$ cat src/rtl/sync_clkgen_pkg.sv
// Shared types and helpers for the multi-channel divided clock generator.
package sync_clkgen_pkg;

    typedef enum logic [1:0] {
        IDLE  = 2'd0,
        RUN   = 2'd1,
        BURST = 2'd2,
        DRAIN = 2'd3
    } ch_state_t;

    localparam int MIN_DIV = 2;

    // Factors below MIN_DIV cannot produce both a high and a low phase.
    function automatic logic [31:0] clamp_div(input logic [31:0] d);
        return (d < 32'(MIN_DIV)) ? 32'(MIN_DIV) : d;
    endfunction

endpackage

$ cat src/rtl/sync_clkgen_ch.sv
// One divided-clock channel: state machine, phase counter, pending divider
// and burst pulse counter; all outputs are registered.
module sync_clkgen_ch
    import sync_clkgen_pkg::*;
#(
    parameter int DIV_W       = 16,
    parameter int CNT_W       = 16,
    parameter int DEFAULT_DIV = 8
) (
    input  logic             clk,
    input  logic             rst,
    input  logic             cfg_we,
    input  logic [DIV_W-1:0] cfg_div,
    input  logic             ch_en,
    input  logic             burst_start,
    input  logic [CNT_W-1:0] burst_len,
    output logic             o_clk,
    output logic             o_rise,
    output logic             o_fall,
    output logic             busy,
    output logic             burst_done
);

    ch_state_t        state_reg, state_next;
    logic [DIV_W-1:0] cnt_reg, cnt_next;
    logic [DIV_W-1:0] div_reg, div_next;
    logic [DIV_W-1:0] pend_reg, pend_next;
    logic             pend_flag_reg, pend_flag_next;
    logic [CNT_W-1:0] rem_reg, rem_next;
    logic             clk_reg, clk_next;
    logic             rise_reg, rise_next;
    logic             fall_reg, fall_next;
    logic             busy_reg, busy_next;
    logic             done_reg, done_next;

    logic [DIV_W-1:0] div_new;
    logic [DIV_W-1:0] half_next;
    logic             wrap;
    logic             active_next;

    assign div_new = DIV_W'(clamp_div(32'(cfg_div)));
    assign wrap    = (cnt_reg == (div_reg - DIV_W'(1)));

    always_comb begin
        state_next     = state_reg;
        cnt_next       = cnt_reg;
        div_next       = div_reg;
        pend_next      = pend_reg;
        pend_flag_next = pend_flag_reg;
        rem_next       = rem_reg;
        done_next      = 1'b0;

        if (state_reg == IDLE) begin
            cnt_next       = '0;
            pend_flag_next = 1'b0;
            // A write that landed on the final boundary of the last run
            // is still waiting in the pending register.
            if (cfg_we) begin
                div_next = div_new;
            end else if (pend_flag_reg) begin
                div_next = pend_reg;
            end
            if (burst_start) begin
                if (burst_len != '0) begin
                    state_next = BURST;
                    rem_next   = burst_len;
                end else begin
                    done_next = 1'b1;
                end
            end else if (ch_en) begin
                state_next = RUN;
            end
        end else begin
            // The pending factor swaps in only at a period boundary; a write
            // on the boundary itself waits for the following one.
            if (cfg_we) begin
                pend_next      = div_new;
                pend_flag_next = 1'b1;
            end else if (wrap) begin
                pend_flag_next = 1'b0;
            end
            if (wrap) begin
                cnt_next = '0;
                if (pend_flag_reg) begin
                    div_next = pend_reg;
                end
            end else begin
                cnt_next = cnt_reg + DIV_W'(1);
            end

            case (state_reg)
                RUN: begin
                    if (!ch_en) begin
                        state_next = wrap ? IDLE : DRAIN;
                    end
                end
                DRAIN: begin
                    if (ch_en) begin
                        state_next = RUN;
                    end else if (wrap) begin
                        state_next = IDLE;
                    end
                end
                BURST: begin
                    if (wrap) begin
                        rem_next = (rem_reg != '0) ? (rem_reg - CNT_W'(1)) : '0;
                        if (rem_reg <= CNT_W'(1)) begin
                            state_next = IDLE;
                            done_next  = 1'b1;
                        end
                    end
                end
                default: begin
                    state_next = IDLE;
                end
            endcase
        end

        if (state_next == IDLE) begin
            cnt_next = '0;
        end
    end

    // Outputs are derived from the next phase so they line up with cnt_reg.
    assign active_next = (state_next != IDLE);
    assign half_next   = div_next >> 1;

    always_comb begin
        clk_next  = active_next && (cnt_next < half_next);
        rise_next = active_next && (cnt_next == '0);
        fall_next = active_next && (cnt_next == half_next);
        busy_next = active_next;
    end

    always_ff @(posedge clk) begin
        if (rst) begin
            state_reg     <= IDLE;
            cnt_reg       <= '0;
            div_reg       <= DIV_W'(DEFAULT_DIV);
            pend_reg      <= DIV_W'(DEFAULT_DIV);
            pend_flag_reg <= 1'b0;
            rem_reg       <= '0;
            clk_reg       <= 1'b0;
            rise_reg      <= 1'b0;
            fall_reg      <= 1'b0;
            busy_reg      <= 1'b0;
            done_reg      <= 1'b0;
        end else begin
            state_reg     <= state_next;
            cnt_reg       <= cnt_next;
            div_reg       <= div_next;
            pend_reg      <= pend_next;
            pend_flag_reg <= pend_flag_next;
            rem_reg       <= rem_next;
            clk_reg       <= clk_next;
            rise_reg      <= rise_next;
            fall_reg      <= fall_next;
            busy_reg      <= busy_next;
            done_reg      <= done_next;
        end
    end

    assign o_clk      = clk_reg;
    assign o_rise     = rise_reg;
    assign o_fall     = fall_reg;
    assign busy       = busy_reg;
    assign burst_done = done_reg;

endmodule

$ cat src/rtl/sync_clkgen_multi.sv
// NUM_CH independent divided-clock channels sharing one configuration bus.
module sync_clkgen_multi
    import sync_clkgen_pkg::*;
#(
    parameter int NUM_CH      = 2,
    parameter int DIV_W       = 16,
    parameter int CNT_W       = 16,
    parameter int DEFAULT_DIV = 8
) (
    input  logic              clk,
    input  logic              rst,
    input  logic [NUM_CH-1:0] cfg_we,
    input  logic [DIV_W-1:0]  cfg_div,
    input  logic [NUM_CH-1:0] ch_en,
    input  logic [NUM_CH-1:0] burst_start,
    input  logic [CNT_W-1:0]  burst_len,
    output logic [NUM_CH-1:0] o_clk,
    output logic [NUM_CH-1:0] o_rise,
    output logic [NUM_CH-1:0] o_fall,
    output logic [NUM_CH-1:0] busy,
    output logic [NUM_CH-1:0] burst_done
);

    generate
        for (genvar gi = 0; gi < NUM_CH; gi++) begin : g_ch
            sync_clkgen_ch #(
                .DIV_W      (DIV_W),
                .CNT_W      (CNT_W),
                .DEFAULT_DIV(DEFAULT_DIV)
            ) u_ch (
                .clk        (clk),
                .rst        (rst),
                .cfg_we     (cfg_we[gi]),
                .cfg_div    (cfg_div),
                .ch_en      (ch_en[gi]),
                .burst_start(burst_start[gi]),
                .burst_len  (burst_len),
                .o_clk      (o_clk[gi]),
                .o_rise     (o_rise[gi]),
                .o_fall     (o_fall[gi]),
                .busy       (busy[gi]),
                .burst_done (burst_done[gi])
            );
        end
    endgenerate

endmodule

$ cat config.mk
export PLATFORM = sky130hd
export DESIGN_NAME = sync_clkgen_multi
export DESIGN_NICKNAME = d
export VERILOG_FILES = /design/src/rtl/sync_clkgen_pkg.sv /design/src/rtl/sync_clkgen_ch.sv /design/src/rtl/sync_clkgen_multi.sv
export SDC_FILE = /design/constraint.sdc
export NUM_CORES = 1
export LEC_CHECK = 0
export CAP_MARGIN = 10
export CELL_PAD_IN_SITES_DETAIL_PLACEMENT = 1
export CELL_PAD_IN_SITES_GLOBAL_PLACEMENT = 2
export CORE_MARGIN = 10
export CORE_UTILIZATION = 40
export CTS_CLUSTER_DIAMETER = 40
export CTS_CLUSTER_SIZE = 12
export DETAILED_ROUTE_END_ITERATION = 10
export GPL_TIMING_DRIVEN = 0
export HOLD_SLACK_MARGIN = 0.15
export PLACE_DENSITY_LB_ADDON = 0.1
export SLEW_MARGIN = 20
export SYNTH_ARGS = -nofsm -noshare
export SYNTH_HDL_FRONTEND = slang
export SYNTH_SLANG_ARGS = --single-unit
$ cat constraint.sdc
create_clock -name clk -period 7.8 [get_ports clk]
set_input_delay 1.56 -clock clk [delete_from_list [all_inputs] [get_ports clk]]
set_output_delay 1.56 -clock clk [all_outputs]
set_load 0.01 [all_outputs]
== After elaboration in Yosys (flattened, before gate mapping) ==
Index checks and enable logic that the tools add are counted.
Operators by class
  equal/unequal tests: 14
  order comparisons: 5
  add/sub/neg operators: 6
  bitwise logic cells: 2
  reductions and logical operators: 29
  mux-type cells: 63
Operators by type and width (number)
  $mux 16: 26
  $sub 16x1->16 const B: 4
  $reduce_bool 16->1: 3
  $mux 2: 20
  $add 16x1->16 const B: 2
  $eq 16x15->1: 2
  $eq 16x16->1: 2
  $le 16x1->1 const B: 2
  $logic_not 16->1: 2
  $lt 16x15->1: 2
  $lt 16x2->1 const B: 1
  $reduce_bool 2->1: 8
  $mux 1: 15
  $pmux 2 s3: 2
  $eq 2x2->1 const B: 4
  $logic_not 2->1: 4
  $ne 2x2->1 const B: 4
  $reduce_and 4->1: 2
  $logic_and 1x1->1: 6
  $eq 2x1->1 const B: 2
  $reduce_and 2->1: 2
  $reduce_or 2->1: 2
  $not 1->1: 2
Storage, ports and cells
  register bits: 144
  input port bits: 40
  output and inout bits: 10
  logic and storage cells: 143

== Depth between registers and ports, before layout ==
Gate-level depths: netlist of the first run.
  depth in word-level cells: 10
  gate-level depth with buffers: 22
  mapped depth without buffers: 19

== By module ==
From an unflattened synthesis of the first run, not the netlist that was laid out.
Second synthesis, totals
  cell total of the unflattened synthesis: 1343
  area, all modules: 10227.3 µm²
Modules (own cells, without submodules)
  sync_clkgen_ch (g_ch[1].u_ch): instances 1, cells an instance 716, area an instance 5373.9 µm², seq. area each 1441.4 µm²
  sync_clkgen_ch (g_ch[0].u_ch): instances 1, cells an instance 627, area an instance 4853.4 µm², seq. area each 1441.4 µm²

== Worst setup path after synthesis of the first run ==
OpenSTA, ideal clock, no wires.
  kind: input to register
  start: in cfg_we[1]
  end: reg g_ch[1].u_ch.clk_reg
  required time: 7.722 ns
  stages on the path: 14
  setup time: 0.078 ns
  path buffers: 2
  arrival: 4.263 ns
  path slack: 3.459 ns
  path through: clkbuf_1 > clkbuf_1 > mux2i_1 > nor2_1 > a311oi_2 > ha_1 > a21o_1 > a21o_1 > a21o_1 > a21o_1 > a221oi_1 > o31ai_1 > a21o_1 > nor3_1
Between the ends
  cells in the longest elaborated chain, start to end: 4
RTL lines
  start, declared: line sync_clkgen_multi.sv:12  | input logic [NUM_CH-1:0] cfg_we,
  $mux 16: line sync_clkgen_ch.sv:58  | if (cfg_we) begin
  $mux 16: line sync_clkgen_ch.sv:53  | if (state_reg == IDLE) begin
  $lt 16x15->1: line sync_clkgen_ch.sv:129  | clk_next = active_next && (cnt_next < half_next);
  $logic_and 1x1->1: line sync_clkgen_ch.sv:129
  end signal, assigned: line sync_clkgen_ch.sv:155  | clk_reg <= clk_next;
  end, declared: line sync_clkgen_ch.sv:30  | logic clk_reg, clk_next;
Every way passes these cells.
A chain may end at the register's enable or synchronous reset.

== Worst setup path in the final report of the first run ==
  start: reg g_ch[0].u_ch.div_reg[6]
  end: reg g_ch[0].u_ch.clk_reg
Between the ends
  cells in the longest elaborated chain, start to end: 10
  elaborated cells between the ends (all ways): 20
  classes of those cells: add/sub: 1; order compare: 1; eq/ne: 1; mux: 14; reduce/logical: 3
RTL lines
  start, declared: line sync_clkgen_ch.sv:26  | logic [DIV_W-1:0] div_reg, div_next;
  start signal, assigned: line sync_clkgen_ch.sv:139  | div_reg <= DIV_W'(DEFAULT_DIV);
  start signal, assigned: line sync_clkgen_ch.sv:151  | div_reg <= div_next;
  $sub 16x1->16 (*): line sync_clkgen_ch.sv:42  | assign wrap = (cnt_reg == (div_reg - DIV_W'(1)));
  $eq 16x16->1 (*): line sync_clkgen_ch.sv:42
  $mux 2, on equally long branches: line sync_clkgen_ch.sv:100, sync_clkgen_ch.sv:94
  $mux 2, on equally long branches: line sync_clkgen_ch.sv:98, sync_clkgen_ch.sv:93
  $pmux 2 s3: line sync_clkgen_ch.sv:91  | case (state_reg)
  $mux 2: line sync_clkgen_ch.sv:53
  $logic_not 2->1: line sync_clkgen_ch.sv:119  | if (state_next == IDLE) begin
  $mux 16 (*): line sync_clkgen_ch.sv:119
  via g_ch[0].u_ch.cnt_next[1]: line sync_clkgen_ch.sv:25  | logic [DIV_W-1:0] cnt_reg, cnt_next;
  $lt 16x15->1 (*): line sync_clkgen_ch.sv:129
  $logic_and 1x1->1 (*): line sync_clkgen_ch.sv:129
  end signal, assigned: line sync_clkgen_ch.sv:155
  end, declared: line sync_clkgen_ch.sv:30
Mark *: on every way through the listed nets, which the timed path passes. The rest lies on a longest branch. The select of a mux whose other input is x is not followed.

==> results of run 1 <==
[cells by family (layout without fill, tap and decap cells)]
family,after synthesis,after routing
compound gates,280,280
simple gates,536,536
xor+xnor,77,77
buf+inv,133,212
flops,144,144
mux,77,77
fa+ha+maj,38,38
[per-stage QoR]
step | utilization | total power, mW
CTS | 0.470 | 2.48
global route | 0.470 | 2.60
global placement | 0.445 | 1.59
detailed placement | 0.445 | 1.60
floorplan | - | 1.37
finish | 0.470 | 2.48
[layer usage]
metal | share of wire | vias to the layer above | global-route usage
li1 | - | 4780 | -
met1 | 0.51 | 4949 | 0.319
met2 | 0.44 | 234 | 0.350
met3 | 0.039 | 35 | 0.0271
met4 | 0.013 | 0 | 0.0558
met5 | 0 | - | 0
[cells in the final DEF (no fill, tap or decap), types with 10 or more instances in the layout]
cell,synthesis,routed
nor2_1,184,184
nor2b_1,10,10
a211oi_1,34,34
ha_1,38,38
nand2_1,133,133
xor2_1,38,38
mux2i_1,34,34
a21oi_1,62,62
o21ai_0,32,32
clkdlybuf4s50_1,0,47
clkbuf_1,72,73
xnor2_1,39,39
buf_2,10,10
o31ai_1,12,12
dfxtp_1,144,144
inv_1,31,31
a31oi_1,17,17
nand3_1,40,40
buf_4,11,11
nand4_1,20,20
clkbuf_16,0,17
a21o_1,22,22
nor3_1,43,43
mux2_2,42,42
nor4_1,36,36
[where the power goes]
part	switching (mW)	internal, mW	leakage, nW	total (mW)
clock network	0.373	0.509	0.296	0.882
logic	0.460	0.280	2.82	0.740
registers	0.0664	0.794	1.18	0.861
total	0.900	1.58	4.29	2.48
[critical path: stages (launching register included)]
cell and delay (ns):
dfxtp_1 0.30, clkbuf_1 0.21, nor3_1 0.59, nand3_1 0.35
nor4_1 0.43, or2_2 0.18, nand4b_1 0.42, o21ai_1 0.62
clkbuf_1 0.48, nor2_1 0.11, ha_1 0.32, nor2b_1 0.14
o21a_1 0.16, o21a_1 0.17, o21a_1 0.17, o21a_1 0.16
o21ai_0 0.14, a21oi_1 0.10, nor4_1 0.28
[path summary, 6_finish.rpt]
| check | from | end | slack, ns | cells after the start |
|---|---|---|---|---|
| setup / recovery | g_ch[0].u_ch.div_reg[6] | g_ch[0].u_ch.o_clk | 2.38 | 18 |
| hold / removal | g_ch[1].u_ch.pend_reg[9] | g_ch[1].u_ch.pend_reg[9] | 0.46 | 2 |
| setup reg to reg | g_ch[0].u_ch.div_reg[6] | g_ch[0].u_ch.o_clk | 2.38 | 18 |
| hold reg to reg | g_ch[1].u_ch.pend_reg[9] | g_ch[1].u_ch.pend_reg[9] | 0.46 | 2 |
[area by class of cell]
type	instances	area, µm²	area share
Multi-Input combinational cell	1008	6550	0.570
Sequential cell	144	2880	0.251
Timing Repair Buffer	47	470	0.0409
Buffer	102	459	0.0399
Clock buffer	18	429	0.0373
Tap cell	324	405	0.0353
Clock inverter	14	178	0.0155
Inverter	31	116	0.0101
==> impl_results.md, run 1 <==
- Synth Area in XOR/XNOR: 0.0674
- Final Skew: 0.0192 ns
- Antenna violations before repair: 0
- F_max: 0.185 GHz
- GR Util All Layers: 0.224
- Rows: 57
- Die area: 0.0318 mm²
- Tmin final: 5.42 ns
- Seq cells post-synth: 144
- Post-Syn Instances: 1285
- Global-route wire length before repair: 56500 µm
- Post-synth top cells: nor2_1 (184), dfxtp_1 (144), nand2_1 (133), clkbuf_1 (72), a21oi_1 (62)
- Nets: 1429
- I/O pin cnt: 50
- RSZ-0062 raised after global routing: no
- WP data required: 8.14 ns
- Worst Path Arrival: 5.76 ns
- Post-DP HPWL: 27200 µm
- Fin crit share: 0.695
- Core area: 0.0245 mm²
- Vias in the first global route: 10200
- PortBufs: 47
- Compound-gate portion of the synthesized area: 0.202
- Finished Layout Cells: 1688
- Ys flop type: dfxtp_1
- EDFF count, synth: 0
- Depth of the CTS H-tree: 4
- Top cells by area, synth: dfxtp_1 (29%), nor2_1 (6.9%), nand2_1 (5.0%)
- Net Count, Synth: 1363
- Fraction of layout cells with a size suffix above 1: 0.0938
- Relative slew slack: 0.401
- Leak Pwr: 4.29 nW
- Via count: 9998
- Worst setup SP type: flop
- Post-CTS sizing: 0
- Pins Over Slew Limit: 0
- Setup WS post-layout: 2.38 ns
- Largest family of logic cells by synthesized area: simple AND/OR/NAND/NOR gates
- Hold Slack: 0.457 ns
- Post-route ant nets: 0
- Ys async rst share: 0
- Post-Syn Area per Cell: 7.79 µm²
- Maxcap violations: 0
- Post-CTS Setup Bufs: 0
- Post-synth top area cell: dfxtp_1
- DR iter-0 viols: 810
- Placed cell area: 0.0109 mm²
- Multiplexer share of the synthesized area: 0.0824
- Critical path class: reg2reg
- Register area share after synthesis: 0.288
- Clk sinks: 144
- CTS Buf Count: 17
- Total wire length: 35500 µm
- Top cell type's share of synthesized area: 0.288
- Drt wl/cell: 21.1 µm
- TritonCTS clock tree: built
- Max Buffers Root-to-Sink: 2
- Worst slew pin tran: 0.891 ns
- Synth Cell Area: 0.0100 mm²
- Post-CTS Hold Buffers: 0
- Fin Setup TNS: 0 ns
- Die Y: 178 µm
- Largest net degree at the start of global routing: 17
- Vias per inst: 5.92
- Worst VDD drop: 0.102 mV
- Dpl cells: 1656
- Final setup vio count: 0
- Final Cell Area: 0.0115 mm²
- Most common cell in the netlist: nor2_1
- Synth Warn #: 0
- CP Capture Type: flop
- First-pass DRT Iterations: 5
- Distinct cells, synth: 78
- Simple-gate area share of the yosys netlist: 0.255
- Post-Synth Adder-Cell Area: 0.0475
- Status: finished clean
- Hold Violations, Final: 0
- Area Overhead vs Synth: 14.8%
- Critical-path maximum fanout: 10
- PwrDens: 216 mW/mm²
- Dpl ws: 2.40 ns
- Min-Delay Path Class: reg2reg
- CTS root buffer: clkbuf_16
- Worst-Skew Late Latency: 0.45 ns
- # DRC: 0
- GP Congestion: 0.900
- Filler Cells Inserted: 3030
- Starting density of the core: 0.409
- Grt total ovfl: 0
- Die width: 178 µm
- Ant. Diodes: 0
- Clk pin slew, worst setup/hold paths: 0.08 ns
Power figures use the tool's default switching activity.
==> run 2, diff against run 1 <==
- CORE_UTILIZATION: 40 -> 37
- clock period: 7.8 -> 5.4 ns (I/O delays scaled with it)
==> run 2 against run 1 <==
Routed wire length grew 1.2%. Clock power grew 41%. Final cell count grew 1.3%. Design area grew 0.75%. Die area grew 7.2%. Sequential power grew 44%. Global-route usage shrank 1.1 points. Critical endpoint is now g_ch[1].u_ch.o_clk.
==> impl_results.md, run 2 (same netlist as run 1, synthesis figures left out) <==
- Area Overhead vs Synth: 15.7% (was 14.8%)
- Slowest cell on crit path: or4b_1 (was o21ai_1)
- Worst VDD drop: 0.199 mV (was 0.102 mV)
- Cell family with most CP delay: compound AO/OA/AOI/OAI gates (was simple AND/OR/NAND/NOR gates)
- Sw Share: 0.365 (was 0.362)
- Clk sinks: 144 (unchanged)
- Min-Delay Path Class: reg2reg (unchanged)
- GP Congestion: 0.870 (was 0.900)
- Dpl cells: 1673 (was 1656)
- RSZ-0062 raised after global routing: no (unchanged)
- Critical path class: reg2reg (unchanged)
- Switching power: 1.30 mW (was 0.900 mW)
- Hold-critical path depth: 2 (unchanged)
- Maxcap violations: 0 (unchanged)
- Final setup vio count: 0 (unchanged)
- Worst setup SP type: flop (unchanged)
- Nets: 1434 (was 1429)
- Status: finished clean (unchanged)
- CP Capture Type: flop (unchanged)
- Tmin final: 5.06 ns (was 5.42 ns)
- Commonest non-fill, non-tap cell in the layout: nor2_1 (unchanged)
- Worst-Skew Late Latency: 0.44 ns (was 0.45 ns)
- Post-DP HPWL: 27700 µm (was 27200 µm)
- Crit path largest cell delay: 0.45 ns (was 0.62 ns)
- Die width: 185 µm (was 178 µm)
- Core Util, Final: 0.432 (was 0.470)
- Fraction of layout cells with a size suffix above 1: 0.102 (was 0.0938)
- Global-route wire length before repair: 57400 µm (was 56500 µm)
- Fin Setup TNS: 0 ns (unchanged)
- Depth of the CTS H-tree: 4 (unchanged)
- Clock share of power: 0.347 (was 0.355)
- TritonCTS clock tree: built (unchanged)
- Finished Layout Cells: 1710 (was 1688)
- I/O pin cnt: 50 (unchanged)
- PwrDens: 308 mW/mm² (was 216 mW/mm²)
- Largest net degree at the start of global routing: 17 (unchanged)
- Reg-to-reg slack, setup: 0.34 ns (was 2.38 ns)
- Max Buffers Root-to-Sink: 2 (unchanged)
- First-pass DRT Iterations: 5 (unchanged)
- Worst path bufs/invs: 4 (was 2)
- Hold path start: g_ch[1].u_ch.pend_reg[10] (was g_ch[1].u_ch.pend_reg[9])
- Ant. Diodes: 0 (unchanged)
- PortBufs: 47 (unchanged)
- Worst slew pin tran: 0.871 ns (was 0.891 ns)
- Die Y: 185 µm (was 178 µm)
- Vias in the first global route: 10100 (was 10200)
- Sequential share of power: 0.349 (was 0.347)
- Rows: 60 (was 57)
- Grt total ovfl: 0 (unchanged)
- Total wire length: 36000 µm (was 35500 µm)
- Antenna violations before repair: 1 (was 0)
- Core area: 0.0268 mm² (was 0.0245 mm²)
- Hold Violations, Final: 0 (unchanged)
- Post-route ant nets: 0 (unchanged)
- Reg2reg end: g_ch[1].u_ch.o_clk (was g_ch[0].u_ch.o_clk)
- Clk pin slew, worst setup/hold paths: 0.06 ns (was 0.08 ns)
- CTS root buffer: clkbuf_16 (unchanged)
- Origin of the critical flop-to-flop path: g_ch[1].u_ch.div_reg[0] (was g_ch[0].u_ch.div_reg[6])
- F_max: 0.198 GHz (was 0.185 GHz)
- Starting density of the core: 0.374 (was 0.409)
- Worst Path Arrival: 5.40 ns (was 5.76 ns)
- Pins Over Slew Limit: 0 (unchanged)
- Leak Pwr: 4.31 nW (was 4.29 nW)
- Internal Power: 2.26 mW (was 1.58 mW)
- Die area: 0.0340 mm² (was 0.0318 mm²)
- Crit path cell chain: inv_1 -> ha_1 -> or4b_1 -> buf_2 -> nor4_2 -> mux2i_1 -> o211ai_1 -> buf_4 -> nand2_1 -> clkbuf_1 -> nor4_1 -> a311oi_2 -> ha_1 -> a21o_1 -> a21o_1 -> a21o_1 -> a21o_1 -> a221oi_1 -> o31ai_1 -> a21o_1 -> nor3_1 (was clkbuf_1 -> nor3_1 -> nand3_1 -> nor4_1 -> or2_2 -> nand4b_1 -> o21ai_1 -> clkbuf_1 -> nor2_1 -> ha_1 -> nor2b_1 -> o21a_1 -> o21a_1 -> o21a_1 -> o21a_1 -> o21ai_0 -> a21oi_1 -> nor4_1)
- Final Skew: 0.0171 ns (was 0.0192 ns)
- # DRC: 0 (unchanged)
- Relative slew slack: 0.419 (was 0.401)
- Via count: 9875 (was 9998)
- WP data required: 5.75 ns (was 8.14 ns)
- Comb pwr share: 0.304 (was 0.298)
- Cell mode on critical path: a21o_1 (was o21a_1)
- Drt wl/cell: 21.0 µm (was 21.1 µm)
- Critical-path maximum fanout: 10 (unchanged)
- DR iter-0 viols: 650 (was 810)
- Commonest cells after routing, fill and taps aside: nor2_1 (184), dfxtp_1 (144), nand2_1 (133) (unchanged)
- Reg2Reg Depth: 21 (was 18)
- Vias per inst: 5.77 (was 5.92)
- Hold path endpoint: g_ch[1].u_ch.pend_reg[10] (was g_ch[1].u_ch.pend_reg[9])
- CTS Buf Count: 17 (unchanged)
- Fin crit share: 0.936 (was 0.695)
- GR Util All Layers: 0.213 (was 0.224)
run 2: cell types whose count changed in the layout (fill, tap and decap cells not counted), sizes merged:
cell | before | now
clkbuf | 90 | 91
inv | 36 | 35
bufinv | 3 | 2
buf | 30 | 35
clkinvlp | 1 | 3
clkinv | 5 | 4
run 2: through the flow:
step | worst slack [ns] | area, µm² | hold slack (ns) | power [mW]
2_1_floorplan | 1.08 | 10000 | 0.433 | 1.98
3_3_place_gp | -0.0755 | 10900 | 0.445 | 2.31
3_5_place_dp | -0.0155 | 10900 | 0.447 | 2.32
4_1_cts | 0.00651 | 11500 | 0.456 | 3.57
5_1_grt | 0.00998 | 11600 | 0.484 | 3.77
6_report | 0.345 | 11600 | 0.456 | 3.56
run 2: area by class of cell:
| type | count | area [µm²] |
|---|---|---|
| flip-flops and latches | 144 | 2880 |
| clock buffers | 19 | 443 |
| plain buffers | 102 | 460 |
| inverters | 31 | 116 |
| repair buffers | 52 | 508 |
| fillers | 3280 | 15200 |
| multi-input cells | 1008 | 6590 |
| well taps | 341 | 427 |
| clock inverters | 13 | 155 |
run 2: worst max-delay path by stage:
stage	startpoint	to	slack (ns)	cells past startpoint
final	g_ch[1].u_ch.div_reg[0]	g_ch[1].u_ch.o_clk	0.34	21
after global routing	g_ch[1].u_ch.div_reg[0]	g_ch[1].u_ch.o_clk	0.01	23
after CTS	g_ch[1].u_ch.div_reg[0]	g_ch[1].u_ch.o_clk	0.007	20
after detailed placement	g_ch[0].u_ch.div_reg[0]	g_ch[0].u_ch.o_clk	-0.02	19
after global placement	g_ch[0].u_ch.div_reg[6]	g_ch[0].u_ch.o_clk	-0.08	18
after floorplan	g_ch[1].u_ch.div_reg[5]	g_ch[1].u_ch.o_clk	1.08	19
run 2: worst register-to-register path: cells and delay by family (launching register included):
family / cells / cell delay (ns)
and+or+nand+nor: 5 / 1.22
AOI/OAI and AO/OA: 9 / 1.74
muxes: 1 / 0.23
DFF: 1 / 0.37
buffers and inverters: 4 / 0.89
adders and majority gates: 2 / 0.51
run 2: metal layers:
layer,up-vias,track usage,part of all wire,wire [µm]
li1,4782,-,-,-
met3,27,0.0327,0.034,1220
met4,0,0.0465,0.011,413
met2,162,0.331,0.45,16000
met1,4904,0.302,0.51,18300
met5,-,0,0,0
run 2: power groups by stage:
stage | clock network [mW] | logic, mW | registers (mW)
floorplan | 0 | 0.750 | 1.23
global placement | 0 | 1.04 | 1.26
detailed placement | 0 | 1.06 | 1.27
CTS | 1.27 | 1.07 | 1.24
global route | 1.31 | 1.20 | 1.26
finish | 1.24 | 1.08 | 1.24
run 2: what timing repair did:
action,in CTS,in global routing
pin swaps,0,2
buffers inserted,0,5
setup endpoints to repair,1,2
endpoints found under the hold margin,0,0
resized for setup,1,8
hold buffers,0,0
==> run 3, diff against run 2 <==
- SKIP_LAST_GASP: unset -> 1
==> run 3 against run 2 <==
Count of clock-buffer cells in the layout is the same. Largest power group unchanged. Core utilization about the same. Sequential power about the same. Combinational power barely moved. Flip-flop and latch count unchanged. Global-route usage is the same. First-iteration DRC count grew 0.31%.
==> impl_results.md, run 3 (same netlist as run 1, synthesis figures left out) <==
- WP data required: 5.75 ns (about the same)
- DR top layer: met4 (unchanged)
- I/O pin cnt: 50 (unchanged)
- Via count: 9871 (was 9875)
- Tmin final: 5.28 ns (was 5.06 ns)
- Fin Setup TNS: 0 ns (unchanged)
- Fin crit share: 0.978 (was 0.936)
- Die area: 0.0340 mm² (unchanged)
- Vias in the first global route: 10100 (unchanged)
- Hold Slack: 0.456 ns (unchanged)
- PortBufs: 47 (unchanged)
- WL met1: 18300 µm (about the same)
- Critical path class: reg2reg (unchanged)
- Pins Over Slew Limit: 0 (unchanged)
- Filler Cells Inserted: 3277 (was 3280)
- F_max: 0.189 GHz (was 0.198 GHz)
- Antenna violations before repair: 1 (unchanged)
- Clk sinks: 144 (unchanged)
- Vias per inst: 5.77 (about the same)
- Clk pin slew, worst setup/hold paths: 0.06 ns (about the same)
- Post-CTS Hold Buffers: 0 (unchanged)
- Met2 routed WL: 16000 µm (about the same)
- GP Congestion: 0.870 (unchanged)
- Worst VDD drop: 0.199 mV (about the same)
- RSZ-0062 raised after global routing: yes (was no)
- Maxcap violations: 0 (unchanged)
- Hold path endpoint: g_ch[1].u_ch.pend_reg[10] (unchanged)
- Depth of the CTS H-tree: 4 (unchanged)
- Post-route ant nets: 0 (unchanged)
- Commonest non-fill, non-tap cell in the layout: nor2_1 (unchanged)
- DR iter-0 viols: 652 (was 650)
- Drt wl/cell: 21.0 µm (about the same)
- Relative slew slack: 0.419 (about the same)
- Reg-to-reg slack, setup: 0.12 ns (was 0.34 ns)
- Ant. Diodes: 0 (unchanged)
- Pwr Total: 3.56 mW (about the same)
- Met3 wire length: 1220 µm (about the same)
- Core area: 0.0268 mm² (unchanged)
- Origin of the critical flop-to-flop path: g_ch[1].u_ch.div_reg[5] (was g_ch[1].u_ch.div_reg[0])
- Rows: 60 (unchanged)
- Min-Delay Path Class: reg2reg (unchanged)
- First-pass DRT Iterations: 5 (unchanged)
- CTS Buf Count: 17 (unchanged)
- PwrDens: 308 mW/mm² (about the same)
- TritonCTS clock tree: built (unchanged)
- Die Y: 185 µm (unchanged)
- Post-DP HPWL: 27700 µm (unchanged)
- Final Cell Area: 0.0116 mm² (about the same)
- Critical-path maximum fanout: 10 (unchanged)
- Reg2reg end: g_ch[1].u_ch.o_clk (unchanged)
- Leak Pwr: 4.31 nW (about the same)
- Die width: 185 µm (unchanged)
- Placed cell area: 0.0109 mm² (unchanged)
- Worst slew pin tran: 0.871 ns (about the same)
- Worst Path Arrival: 5.63 ns (was 5.40 ns)
- Worst setup SP type: flop (unchanged)
- Hold-critical path depth: 2 (unchanged)
- Area Overhead vs Synth: 15.6% (was 15.7%)
- Global-route wire length before repair: 57400 µm (unchanged)
- CP Capture Type: flop (unchanged)
- Final Skew: 0.0171 ns (about the same)
- Fraction of layout cells with a size suffix above 1: 0.101 (was 0.102)
- Hold path start: g_ch[1].u_ch.pend_reg[10] (unchanged)
- Final setup vio count: 0 (unchanged)
- Grt total ovfl: 0 (unchanged)
- Max Buffers Root-to-Sink: 2 (unchanged)
- CTS root buffer: clkbuf_16 (unchanged)
- Largest net degree at the start of global routing: 17 (unchanged)
- Reg2Reg Depth: 19 (was 21)
- Total wire length: 36000 µm (about the same)
- Commonest cells after routing, fill and taps aside: nor2_1 (184), dfxtp_1 (144), nand2_1 (133) (unchanged)
- # DRC: 0 (unchanged)
- GR Util All Layers: 0.213 (unchanged)
- Worst-Skew Late Latency: 0.44 ns (about the same)
- Status: finished clean (unchanged)
- Hold Violations, Final: 0 (unchanged)
- Starting density of the core: 0.374 (unchanged)
- Nets: 1434 (unchanged)
[run 3: cell type report]
cell class | instances | area (µm²) | share of cell area
clock inverters | 13 | 155 | 0.0134
clock buffers | 19 | 443 | 0.0383
repair buffers | 52 | 508 | 0.0439
multi-input cells | 1008 | 6590 | 0.569
flip-flops and latches | 144 | 2880 | 0.249
inverters | 31 | 116 | 0.0100
well taps | 341 | 427 | 0.0368
plain buffers | 102 | 459 | 0.0397
[run 3: where the power goes]
group / total (mW) / leakage, nW / switching (mW) / internal, mW
Clock: 1.24 / 0.283 / 0.534 / 0.703
Combinational: 1.08 / 2.85 / 0.671 / 0.411
Sequential: 1.24 / 1.18 / 0.0963 / 1.15
[run 3: worst max-delay path, stage by stage (launching register included)]
cell and delay (ns):
dfxtp_1 0.31, buf_6 0.13, or4_1 0.52, buf_2 0.19, nor4_4 0.28, mux2_1 0.35, a41oi_1 0.33, a211o_1 0.42
clkbuf_1 0.44, nor4_1 0.14, a311oi_2 0.34, ha_1 0.31, a21o_1 0.16, a21o_1 0.17, a21o_1 0.18, a21o_1 0.17
a221oi_1 0.30, o31ai_1 0.12, a21o_1 0.19, nor3_1 0.15
[run 3: repair_timing]
action                                 in CTS  in global routing
setup endpoints to repair                   1                  2
setup buffers                               0                  5
resized for setup                           1                  5
pin swaps                                   0                  2
endpoints found under the hold margin       0                  0
[run 3: stage by stage]
stage	setup WS (ns)	std cells	util
2_1_floorplan	1.08	1285	-
3_3_place_gp	-0.0755	1673	0.407
3_5_place_dp	-0.0155	1673	0.407
4_1_cts	0.00651	1705	0.430
5_1_grt	-0.202	1710	0.432
6_report	0.121	1710	0.432
[run 3: worst max path at each step]
stage,from,end,cells after the start
after CTS,g_ch[1].u_ch.div_reg[0],g_ch[1].u_ch.o_clk,20
final,g_ch[1].u_ch.div_reg[5],g_ch[1].u_ch.o_clk,19
after floorplan,g_ch[1].u_ch.div_reg[5],g_ch[1].u_ch.o_clk,19
after global placement,g_ch[0].u_ch.div_reg[6],g_ch[0].u_ch.o_clk,18
after global routing,g_ch[1].u_ch.div_reg[5],g_ch[1].u_ch.o_clk,19
after detailed placement,g_ch[0].u_ch.div_reg[0],g_ch[0].u_ch.o_clk,19
[run 3: layer usage]
metal | up-vias | GRT usage
met5 | - | 0
met4 | 0 | 0.0465
met3 | 27 | 0.0327
met2 | 168 | 0.331
met1 | 4894 | 0.302
li1 | 4782 | -
